[src/rtl/seg_pkg.sv]
// Shared constants for the seven-segment scan decoder: glyph patterns ({g,f,e,d,c,b,a},
// active-high), digit count and the frame-assembly state encoding.
package seg_pkg;

  localparam int NUM_DIGITS = 8;

  localparam logic [6:0] GLYPH_0 = 7'h3F;
  localparam logic [6:0] GLYPH_1 = 7'h06;
  localparam logic [6:0] GLYPH_2 = 7'h5B;
  localparam logic [6:0] GLYPH_3 = 7'h4F;
  localparam logic [6:0] GLYPH_4 = 7'h66;
  localparam logic [6:0] GLYPH_5 = 7'h6D;
  localparam logic [6:0] GLYPH_6 = 7'h7D;
  localparam logic [6:0] GLYPH_7 = 7'h07;
  localparam logic [6:0] GLYPH_8 = 7'h7F;
  localparam logic [6:0] GLYPH_9 = 7'h6F;
  localparam logic [6:0] GLYPH_A = 7'h77;
  localparam logic [6:0] GLYPH_B = 7'h7C;
  localparam logic [6:0] GLYPH_C = 7'h39;
  localparam logic [6:0] GLYPH_D = 7'h5E;
  localparam logic [6:0] GLYPH_E = 7'h79;
  localparam logic [6:0] GLYPH_F = 7'h71;

  typedef enum logic [1:0] {
    IDLE    = 2'd0,
    COLLECT = 2'd1,
    EMIT    = 2'd2
  } state_e;

endpackage

[src/rtl/seg7_glyph_decode.sv]
// Combinational seven-segment glyph to hex nibble decoder; unknown patterns give
// nibble 0 with valid_o low.
module seg7_glyph_decode
  import seg_pkg::*;
(
  input  logic [6:0] pattern_i,
  output logic [3:0] nibble_o,
  output logic       valid_o
);

  // Pattern lookup: exactly sixteen legal glyphs, everything else is rejected
  always_comb begin
    nibble_o = 4'h0;
    valid_o  = 1'b1;
    case (pattern_i)
      GLYPH_0: nibble_o = 4'h0;
      GLYPH_1: nibble_o = 4'h1;
      GLYPH_2: nibble_o = 4'h2;
      GLYPH_3: nibble_o = 4'h3;
      GLYPH_4: nibble_o = 4'h4;
      GLYPH_5: nibble_o = 4'h5;
      GLYPH_6: nibble_o = 4'h6;
      GLYPH_7: nibble_o = 4'h7;
      GLYPH_8: nibble_o = 4'h8;
      GLYPH_9: nibble_o = 4'h9;
      GLYPH_A: nibble_o = 4'hA;
      GLYPH_B: nibble_o = 4'hB;
      GLYPH_C: nibble_o = 4'hC;
      GLYPH_D: nibble_o = 4'hD;
      GLYPH_E: nibble_o = 4'hE;
      GLYPH_F: nibble_o = 4'hF;
      default: valid_o  = 1'b0;
    endcase
  end

endmodule

[src/rtl/seg_scan_decoder.sv]
// Rebuilds the 32-bit word shown on a multiplexed 8-digit seven-segment scan bus.
// Define SEG_SCAN_DECODER_DP_EN to also capture the decimal points on output dp.
module seg_scan_decoder
  import seg_pkg::*;
#(
  parameter int SETTLE_CYC     = 16,
  parameter int TIMEOUT_CYC    = 262144,
  parameter bit SEG_ACTIVE_LOW = 1'b0
) (
  input  logic        clk,
  input  logic        rst,
  input  logic [2:0]  which,
  input  logic [7:0]  seg,
  output logic [31:0] data,
  output logic        data_valid,
  output logic        glyph_err,
  output logic        timeout
`ifdef SEG_SCAN_DECODER_DP_EN
  ,
  output logic [7:0]  dp
`endif
);

  localparam int STAB_W = $clog2(SETTLE_CYC + 1);
  localparam int TMO_W  = $clog2(TIMEOUT_CYC + 1);
  localparam logic [STAB_W-1:0] STAB_MAX = STAB_W'(SETTLE_CYC);
  localparam logic [STAB_W-1:0] STAB_HIT = STAB_W'(SETTLE_CYC - 1);
  localparam logic [TMO_W-1:0]  TMO_HIT  = TMO_W'(TIMEOUT_CYC - 1);

  logic [2:0]        which_q;
  logic [7:0]        seg_q;
  logic [STAB_W-1:0] stab_cnt_q, stab_cnt_d;
  logic              taken_q, taken_d;
  logic [31:0]       nib_buf_q, nib_buf_d;
  logic [7:0]        mask_q, mask_d;
  logic              err_acc_q, err_acc_d;
  logic [TMO_W-1:0]  tmo_cnt_q, tmo_cnt_d;
  state_e            state_q, state_d;
  logic [31:0]       data_q, data_d;
  logic              data_valid_q, data_valid_d;
  logic              glyph_err_q, glyph_err_d;
  logic              timeout_q, timeout_d;
`ifdef SEG_SCAN_DECODER_DP_EN
  logic [7:0]        dp_buf_q, dp_buf_d;
  logic [7:0]        dp_q, dp_d;
`endif

  logic              changed_s;
  logic              sample_s;
  logic              tmo_hit_s;
  logic [6:0]        pattern_s;
  logic [3:0]        nibble_s;
  logic              glyph_ok_s;
  logic [7:0]        sel_s;
  logic [4:0]        nib_idx_s;

  assign changed_s = ({which, seg} != {which_q, seg_q});
  assign sample_s  = !taken_q && (stab_cnt_q == STAB_HIT);
  assign tmo_hit_s = (tmo_cnt_q == TMO_HIT);
  assign pattern_s = SEG_ACTIVE_LOW ? ~seg_q[6:0] : seg_q[6:0];
  assign sel_s     = 8'b0000_0001 << which_q;
  assign nib_idx_s = {which_q, 2'b00};

  seg7_glyph_decode u_glyph (
    .pattern_i (pattern_s),
    .nibble_o  (nibble_s),
    .valid_o   (glyph_ok_s)
  );

  // Dwell tracking: one sample per stable dwell, re-armed only by a bus change
  always_comb begin
    stab_cnt_d = stab_cnt_q;
    taken_d    = taken_q;
    if (changed_s) begin
      stab_cnt_d = '0;
      taken_d    = 1'b0;
    end else begin
      stab_cnt_d = (stab_cnt_q == STAB_MAX) ? stab_cnt_q : stab_cnt_q + STAB_W'(1);
      taken_d    = taken_q | sample_s;
    end
  end

  // Frame assembly FSM with buffer, mask, timeout and output update
  always_comb begin
    state_d      = state_q;
    nib_buf_d    = nib_buf_q;
    mask_d       = mask_q;
    err_acc_d    = err_acc_q;
    data_d       = data_q;
    data_valid_d = 1'b0;
    glyph_err_d  = glyph_err_q;
    timeout_d    = 1'b0;
`ifdef SEG_SCAN_DECODER_DP_EN
    dp_buf_d     = dp_buf_q;
    dp_d         = dp_q;
`endif

    if (sample_s) begin
      nib_buf_d[nib_idx_s +: 4] = glyph_ok_s ? nibble_s : 4'h0;
`ifdef SEG_SCAN_DECODER_DP_EN
      dp_buf_d[which_q] = SEG_ACTIVE_LOW ? ~seg_q[7] : seg_q[7];
`endif
    end else begin
      nib_buf_d = nib_buf_q;
    end

    case (state_q)
      IDLE: begin
        if (sample_s) begin
          mask_d    = sel_s;
          err_acc_d = !glyph_ok_s;
          state_d   = COLLECT;
        end else begin
          mask_d    = 8'h00;
          err_acc_d = 1'b0;
        end
      end
      COLLECT: begin
        if (sample_s) begin
          mask_d    = mask_q | sel_s;
          err_acc_d = err_acc_q | !glyph_ok_s;
          if ((mask_q | sel_s) == 8'hFF) begin
            state_d = EMIT;
          end else begin
            state_d = COLLECT;
          end
        end else if (tmo_hit_s) begin
          mask_d    = 8'h00;
          err_acc_d = 1'b0;
          timeout_d = 1'b1;
          state_d   = IDLE;
        end else begin
          state_d = COLLECT;
        end
      end
      EMIT: begin
        data_d       = nib_buf_q;
        data_valid_d = 1'b1;
        glyph_err_d  = err_acc_q;
`ifdef SEG_SCAN_DECODER_DP_EN
        dp_d         = dp_buf_q;
`endif
        // A sample landing here opens the next frame rather than being dropped
        if (sample_s) begin
          mask_d    = sel_s;
          err_acc_d = !glyph_ok_s;
          state_d   = COLLECT;
        end else begin
          mask_d    = 8'h00;
          err_acc_d = 1'b0;
          state_d   = IDLE;
        end
      end
      default: begin
        mask_d    = 8'h00;
        err_acc_d = 1'b0;
        state_d   = IDLE;
      end
    endcase

    if (sample_s || (mask_q == 8'h00) || timeout_d) begin
      tmo_cnt_d = '0;
    end else if (tmo_hit_s) begin
      tmo_cnt_d = tmo_cnt_q;
    end else begin
      tmo_cnt_d = tmo_cnt_q + TMO_W'(1);
    end
  end

  // Input capture and stability tracking registers
  always_ff @(posedge clk) begin
    if (rst) begin
      which_q    <= 3'd0;
      seg_q      <= 8'h00;
      stab_cnt_q <= '0;
      taken_q    <= 1'b0;
    end else begin
      which_q    <= which;
      seg_q      <= seg;
      stab_cnt_q <= stab_cnt_d;
      taken_q    <= taken_d;
    end
  end

  // Frame state and output registers
  always_ff @(posedge clk) begin
    if (rst) begin
      state_q      <= IDLE;
      nib_buf_q    <= 32'h0000_0000;
      mask_q       <= 8'h00;
      err_acc_q    <= 1'b0;
      tmo_cnt_q    <= '0;
      data_q       <= 32'h0000_0000;
      data_valid_q <= 1'b0;
      glyph_err_q  <= 1'b0;
      timeout_q    <= 1'b0;
`ifdef SEG_SCAN_DECODER_DP_EN
      dp_buf_q     <= 8'h00;
      dp_q         <= 8'h00;
`endif
    end else begin
      state_q      <= state_d;
      nib_buf_q    <= nib_buf_d;
      mask_q       <= mask_d;
      err_acc_q    <= err_acc_d;
      tmo_cnt_q    <= tmo_cnt_d;
      data_q       <= data_d;
      data_valid_q <= data_valid_d;
      glyph_err_q  <= glyph_err_d;
      timeout_q    <= timeout_d;
`ifdef SEG_SCAN_DECODER_DP_EN
      dp_buf_q     <= dp_buf_d;
      dp_q         <= dp_d;
`endif
    end
  end

  assign data       = data_q;
  assign data_valid = data_valid_q;
  assign glyph_err  = glyph_err_q;
  assign timeout    = timeout_q;
`ifdef SEG_SCAN_DECODER_DP_EN
  assign dp         = dp_q;
`endif

endmodule

[config.mk]
export PLATFORM = sky130hd
export DESIGN_NAME = seg_scan_decoder
export DESIGN_NICKNAME = d
export VERILOG_FILES = /design/src/rtl/seg_pkg.sv /design/src/rtl/seg7_glyph_decode.sv /design/src/rtl/seg_scan_decoder.sv
export SDC_FILE = /design/constraint.sdc
export NUM_CORES = 1
export LEC_CHECK = 0
export CAP_MARGIN = 20
export CORE_UTILIZATION = 61
export CTS_BUF_LIST = sky130_fd_sc_hd__clkbuf_16
export CTS_CLUSTER_DIAMETER = 200
export CTS_CLUSTER_SIZE = 10
export DETAILED_ROUTE_END_ITERATION = 10
export GPL_ROUTABILITY_DRIVEN = 0
export HOLD_SLACK_MARGIN = 0.15
export PLACE_DENSITY = 0.82
export SYNTH_ARGS = -nofsm -noshare
export SYNTH_HDL_FRONTEND = slang
export SYNTH_SLANG_ARGS = --single-unit
[constraint.sdc]
create_clock -name clk -period 5.3 [get_ports clk]
set_clock_uncertainty 0.05 [all_clocks]
set_input_delay 0.53 -clock clk [delete_from_list [all_inputs] [get_ports clk]]
set_output_delay 0.53 -clock clk [all_outputs]
set_load 0.02 [all_outputs]
# Yosys cells after proc, flatten, opt, wreduce, memory -nomap -nowiden
# Cells that the tools add are included.
word_totals:
  inputBits: 13
  word_cells: 80
  register_bits: 114
op_classes:
  n_addsub: 3
  reduce_logical: 11
  bitwise: 3
  n_shift: 3
  eq_ne: 25
  n_mux: 22
op_table:
  columns: ["operator", "n"]
  rows:
  - ["== test 7 bit, second input constant", 12]
  - ["case mux 4 bit (15 select lines)", 1]
  - ["bitwise mux 32 bit", 1]
  - ["variable shift 4 x 7 -> 32 bit, first input constant", 1]
  - ["indexed part select 4 x 7 -> 32 bit", 1]
  - ["2-to-1 mux 8 bit", 3]
  - ["adder 19 x 1 -> 19 bit, second input constant", 1]
  - ["== test 19 x 18 -> 1 bit, second input constant", 1]
  - ["case mux 8 bit (2 select lines)", 1]
  - ["OR reduction 16 bit", 1]
  - ["== test 7 x 3 -> 1 bit, second input constant", 2]
  - ["== test 7 x 6 -> 1 bit, second input constant", 2]
  - ["inequality test 11 bit", 1]
  - ["2-to-1 mux 1 bit", 10]
  - ["== test 8 bit, second input constant", 1]
  - ["zero test 8 bit", 1]
  - ["bitwise OR 8 bit", 1]
  - ["<< shifter 1 x 3 -> 8 bit, first input constant", 1]
  - ["negator 5 -> 7 bit", 1]
  - ["2-to-1 mux 2 bit", 3]
  - ["case mux 2 bit (3 select lines)", 1]
  - ["OR reduction 2 bit", 3]
  - ["adder 5 x 1 -> 5 bit, second input constant", 1]
  - ["== test 5 x 4 -> 1 bit, second input constant", 1]
  - ["12 further kinds", 15]

# Depth between registers and ports, before layout
logic_depth:
  ltp_word: 7
  depth_mapped: 9
  ltp_nobuf: 8

# Hierarchy
# Synthesis repeated with hierarchy kept, for this count alone.
hier_totals:
  hier_cells: 601
  hier_area_um2: 5243.8
modules_own_cells:
  columns: ["mod", "area_each_um2", "seq_area_each_um2", "cells_per_inst", "instances"]
  rows:
  - ["seg_scan_decoder", 4843.4, 2282.2, 544, 1]
  - ["seg7_glyph_decode", 400.4, 0.0, 57, 1]

# Worst setup path before layout
# OpenSTA, ideal clock, no wires.
synth_timing:
  kind: "reg2reg"
  from: "register which_q[0]"
  to: "register nib_buf_q[0]"
  setup_slack_ns: 3.032
  path_stages_with_launch: 9
  path_buffers: 1
  arrival_ns: 2.133
  period_less_slack_ns: 2.268
  cell_sequence: "dfxtp_1 buf_2 inv_1 ha_1 ha_1 nand4b_1 nor4_1 nor2_1 a211oi_1"
synth_via:
  elab_chain_len: 3
  word_cells_on_any_way: 4
synth_rtl:
  columns: ["element", "line", "text"]
  rows:
  - ["from (decl)", "seg_scan_decoder.sv:30", "logic [2:0] which_q;"]
  - ["from (signal assigned)", "seg_scan_decoder.sv:178", "which_q <= which;"]
  - ["negator 5 -> 7 bit *", "seg_scan_decoder.sv:99", "nib_buf_d[nib_idx_s +: 4] = glyph_ok_s ? nibble_s : 4'h0;"]
  - ["indexed part select 4 x 7 -> 32 bit / variable shift 4 x 7 -> 32 bit (equally long branches)", "seg_scan_decoder.sv:99", null]
  - ["bitwise mux 32 bit *", "seg_scan_decoder.sv:99", null]
  - ["to (signal assigned)", "seg_scan_decoder.sv:203", "nib_buf_q <= nib_buf_d;"]
  - ["to (decl)", "seg_scan_decoder.sv:34", "logic [31:0] nib_buf_q, nib_buf_d;"]
# Every way passes the cells marked *; elsewhere a longest branch is shown, timed or not.
# A chain may end at the register's enable or synchronous reset.

# Worst setup path after layout
layout_timing:
  from: "register which_q[0]"
  to: "register nib_buf_q[17]"
# Same word-level chain as after synthesis.

==> impl_metrics.csv <==
group,metric,value,unit
global_route,grt_max_degree,66,
die,placementRows,31,
pwr,vdd_drop_max,0.310,mV
timing,finalHoldViolCount,0,
die,core,7370,um^2
timing,fin_crit_sh,52.4,%
route,first_pass_iters,5,
route,route.detailed.drc,0,
place,dpl.cell_count,676,
timing,worstMarginPinSlew,0.986,ns
synthesis,synth_top_cell_by_area,"dfxtp_1",
layout,synthToLayoutAreaGrowth,24.2,%
place,hpwlAfterDp,7150,um
timing,setup_viol,0,
global_route,use_met2,50.0,%
layout,layout.nets,621,
setup_path,crit_type,"reg2reg",
synthesis,syn_area,4740,um^2
timing,max_freq,360,MHz
setup_path,critPathRequiredTime,5.55,ns
die,die_w,90.1,um
die,io_pins,48,
global_route,grt-busiest-layer,"met2",
timing,slew_headroom,34.1,%
timing,period_minus_slack,2.78,ns
layout,final_cells,709,
cts,clkTransAtPathRegs,0.05,ns
hold_path,hold_class,"reg2reg",
synthesis,yosysWarningCount,0,
setup_path,worst_ep_arrival_time,3.03,ns
hold_path,hold_start,"nib_buf_q[14]$_SDFFE_PP0P_",
synthesis,synthCells,553,
cts,cts_resized,0,
global_route,track_usage,29.3,%
cts,cts-buffers-inserted,17,
cts,ctsHoldBuffers,0,
place,portBuffers,47,
global_route,overflow,0,
route,drt-wirelength-per-cell,15.7,um
global_route,use_met3,8.80,%
synthesis,synth-edff-count,0,
cts,clock-root-buffer,"clkbuf_16",
status,status,"complete, no violations",
die,chipHeight,90.1,um
synthesis,ys_ff_latch,114,
route,drt_iter0_markers,288,
route,drtAntennaViolNets,0,
pwr,p_leak,1.98,nW
cts,htreeDepth,4,
global_route,grt_pass1_vias,4102,
timing,rsz0062_at_grt,"no",
place,dpl_cell_area,5260,um^2
die,start_util,64.3,%
synthesis,synthTopCellsByArea,"dfxtp_1 48%, nand2_1 8.6%, a21oi_1 5.6%, o21ai_0 3.2%, nor2_1 2.7%",
global_route,use_met1,34.6,%
synthesis,synth_fp_nets,576,
cts,clock-sinks,114,
route,vias_per_cell,5.80,
synthesis,synth_cell_types,49,
timing,finalSetupTns,0,ns
cts,cts_setup_buffers,0,
die,dieArea,8120,um^2
layout,finalInstanceArea,5880,um^2
synthesis,syn-mean-instance-area,8.57,um^2
timing,slew_viol_final,0,
pwr,power_density,358,nW/um^2
synthesis,yosysSeqAreaShare,48.2,%
layout,drive_above_1_share,7.54,%
setup_path,regToRegStartpoint,"which_q[0]$_SDFF_PP0_",
route,via_count,4111,
global_route,grt_pass1_wl,19000,um
setup_path,startpoint_type,"register",
cts,cts.path.max_buffers,2,
synthesis,synth_ff_type,"dfxtp_1",
synthesis,async_flop_share,0,%
pwr,total_power,2.10,mW
layout,num_antenna_cells,0,
synthesis,synth_top_cell_area_share,48.2,%
setup_path,crit_start,"which_q[0]$_SDFF_PP0_",
run,max_cap_viol_count,0,
cts,cts_tree,"done",
cts,clk_latency,0.41,ns
route,routed_wl,11100,um
setup_path,cp_max_fo,9,
setup_path,worstSetupEndpointType,"register",
global_route,antenna_found_initial,0,
==> logic make-up (layout without fill, tap and decap cells) <==
logic type,Yosys count,in the layout,share of synthesized area [%]
compound gates,134,134,17.8
xor+xnor,24,24,4.44
fa+ha+maj,10,10,2.64
buf+inv,40,97,3.59
flops,114,114,48.2
mux,1,1,0.211
simple gates,230,230,23.2
==> metal layers <==
layer  wire length, um  share of wire (%)  up-vias
li1                  -                  -     2017
met1              4820                 43     1942
met2              5600                 50      131
met3               530                4.8       21
met4               161                1.4        0
met5                 0                  0        -
==> power breakdown <==
group | internal (mW) | switching [mW]
logic | 0.0237 | 0.0320
registers | 0.862 | 0.0113
clock network | 0.781 | 0.394
==> final cells by class <==
| cell class | instances | area (um^2) |
|---|---|---|
| clock buffer | 17 | 425 |
| clock inverter | 14 | 189 |
| timing repair buffer | 53 | 526 |
| inverter | 13 | 48.8 |
| multi-input combinational | 399 | 2290 |
| tap | 99 | 124 |
| sequential | 114 | 2280 |
| fill | 492 | 1490 |
==> cells in the final DEF (no fill, tap or decap), drive strengths merged, types with 3 or more instances in the layout <==
master	instances
o21a	4
nand2b	7
nand2	109
nor4b	4
clkinvlp	5
dfxtp	114
o21ai	30
a311oi	3
nand4	5
clkdlybuf4s50	46
a21oi	53
xnor2	11
a211oi	15
nor2b	17
nand3	10
a31oi	8
xor2	13
nor2	34
nor4	10
a22o	5
inv	14
bufinv	4
ha	10
a32o	5
and3	8
clkinv	4
nor3	12
clkbuf	18
buf	6
==> critical path, cell delays in order (launching register included) <==
cell and delay, ns:
dfxtp_1 0.52, inv_1 0.14, ha_1 0.24, ha_1 0.31
nor3b_2 0.40, nor4b_2 0.64, nor2_1 0.12, a211oi_1 0.26
==> path summary, 6_finish.rpt <==
kind / cells past startpoint / to / slack [ns]
setup / recovery: 7 / nib_buf_q[17]$_SDFFE_PP0P_ / 2.52
hold reg to reg: 2 / data[14]$_SDFFE_PP0P_ / 0.40
setup reg to reg: 7 / nib_buf_q[17]$_SDFFE_PP0P_ / 2.52
hold / removal: 2 / data[14]$_SDFFE_PP0P_ / 0.40
==> Yosys cell counts, drive strengths merged (2+ instances only) <==
library cell / number
a31oi: 8
clkbuf: 18
a22o: 5
o21ai: 30
a211oi: 15
buf: 9
a2111oi: 2
and4: 2
or2: 2
nor2: 34
xor2: 13
dfxtp: 114
o22ai: 2
nand2: 109
ha: 10
nand4: 5
nor2b: 17
xnor2: 11
nor3: 12
and2: 2
nand2b: 7
o21a: 4
inv: 13
a311oi: 3
or3: 2
a21oi: 53
nor4: 10
a32o: 5
nand3: 10
nand3b: 2
nor4b: 4
and3: 8
==> sequential cells by signal (all words and copies together) (netlist names) <==
signal	count
data	32
data_valid	1
err_acc_q	1
glyph_err	1
mask_q	8
nib_buf_q	32
seg_q	8
stab_cnt_q	5
state_q	2
taken_q	1
timeout	1
tmo_cnt_q	19
which_q	3
==> through the flow <==
step	hold WS (ns)	util, %	setup slack (ns)
floorplan	0.375	-	3.03
CTS	0.404	79.7	2.49
global route	0.423	79.8	2.30
finish	0.401	79.8	2.52
detailed placement	0.394	71.4	2.63
global placement	0.385	71.0	2.75
Note: power is estimated with default switching activity, not from simulation.
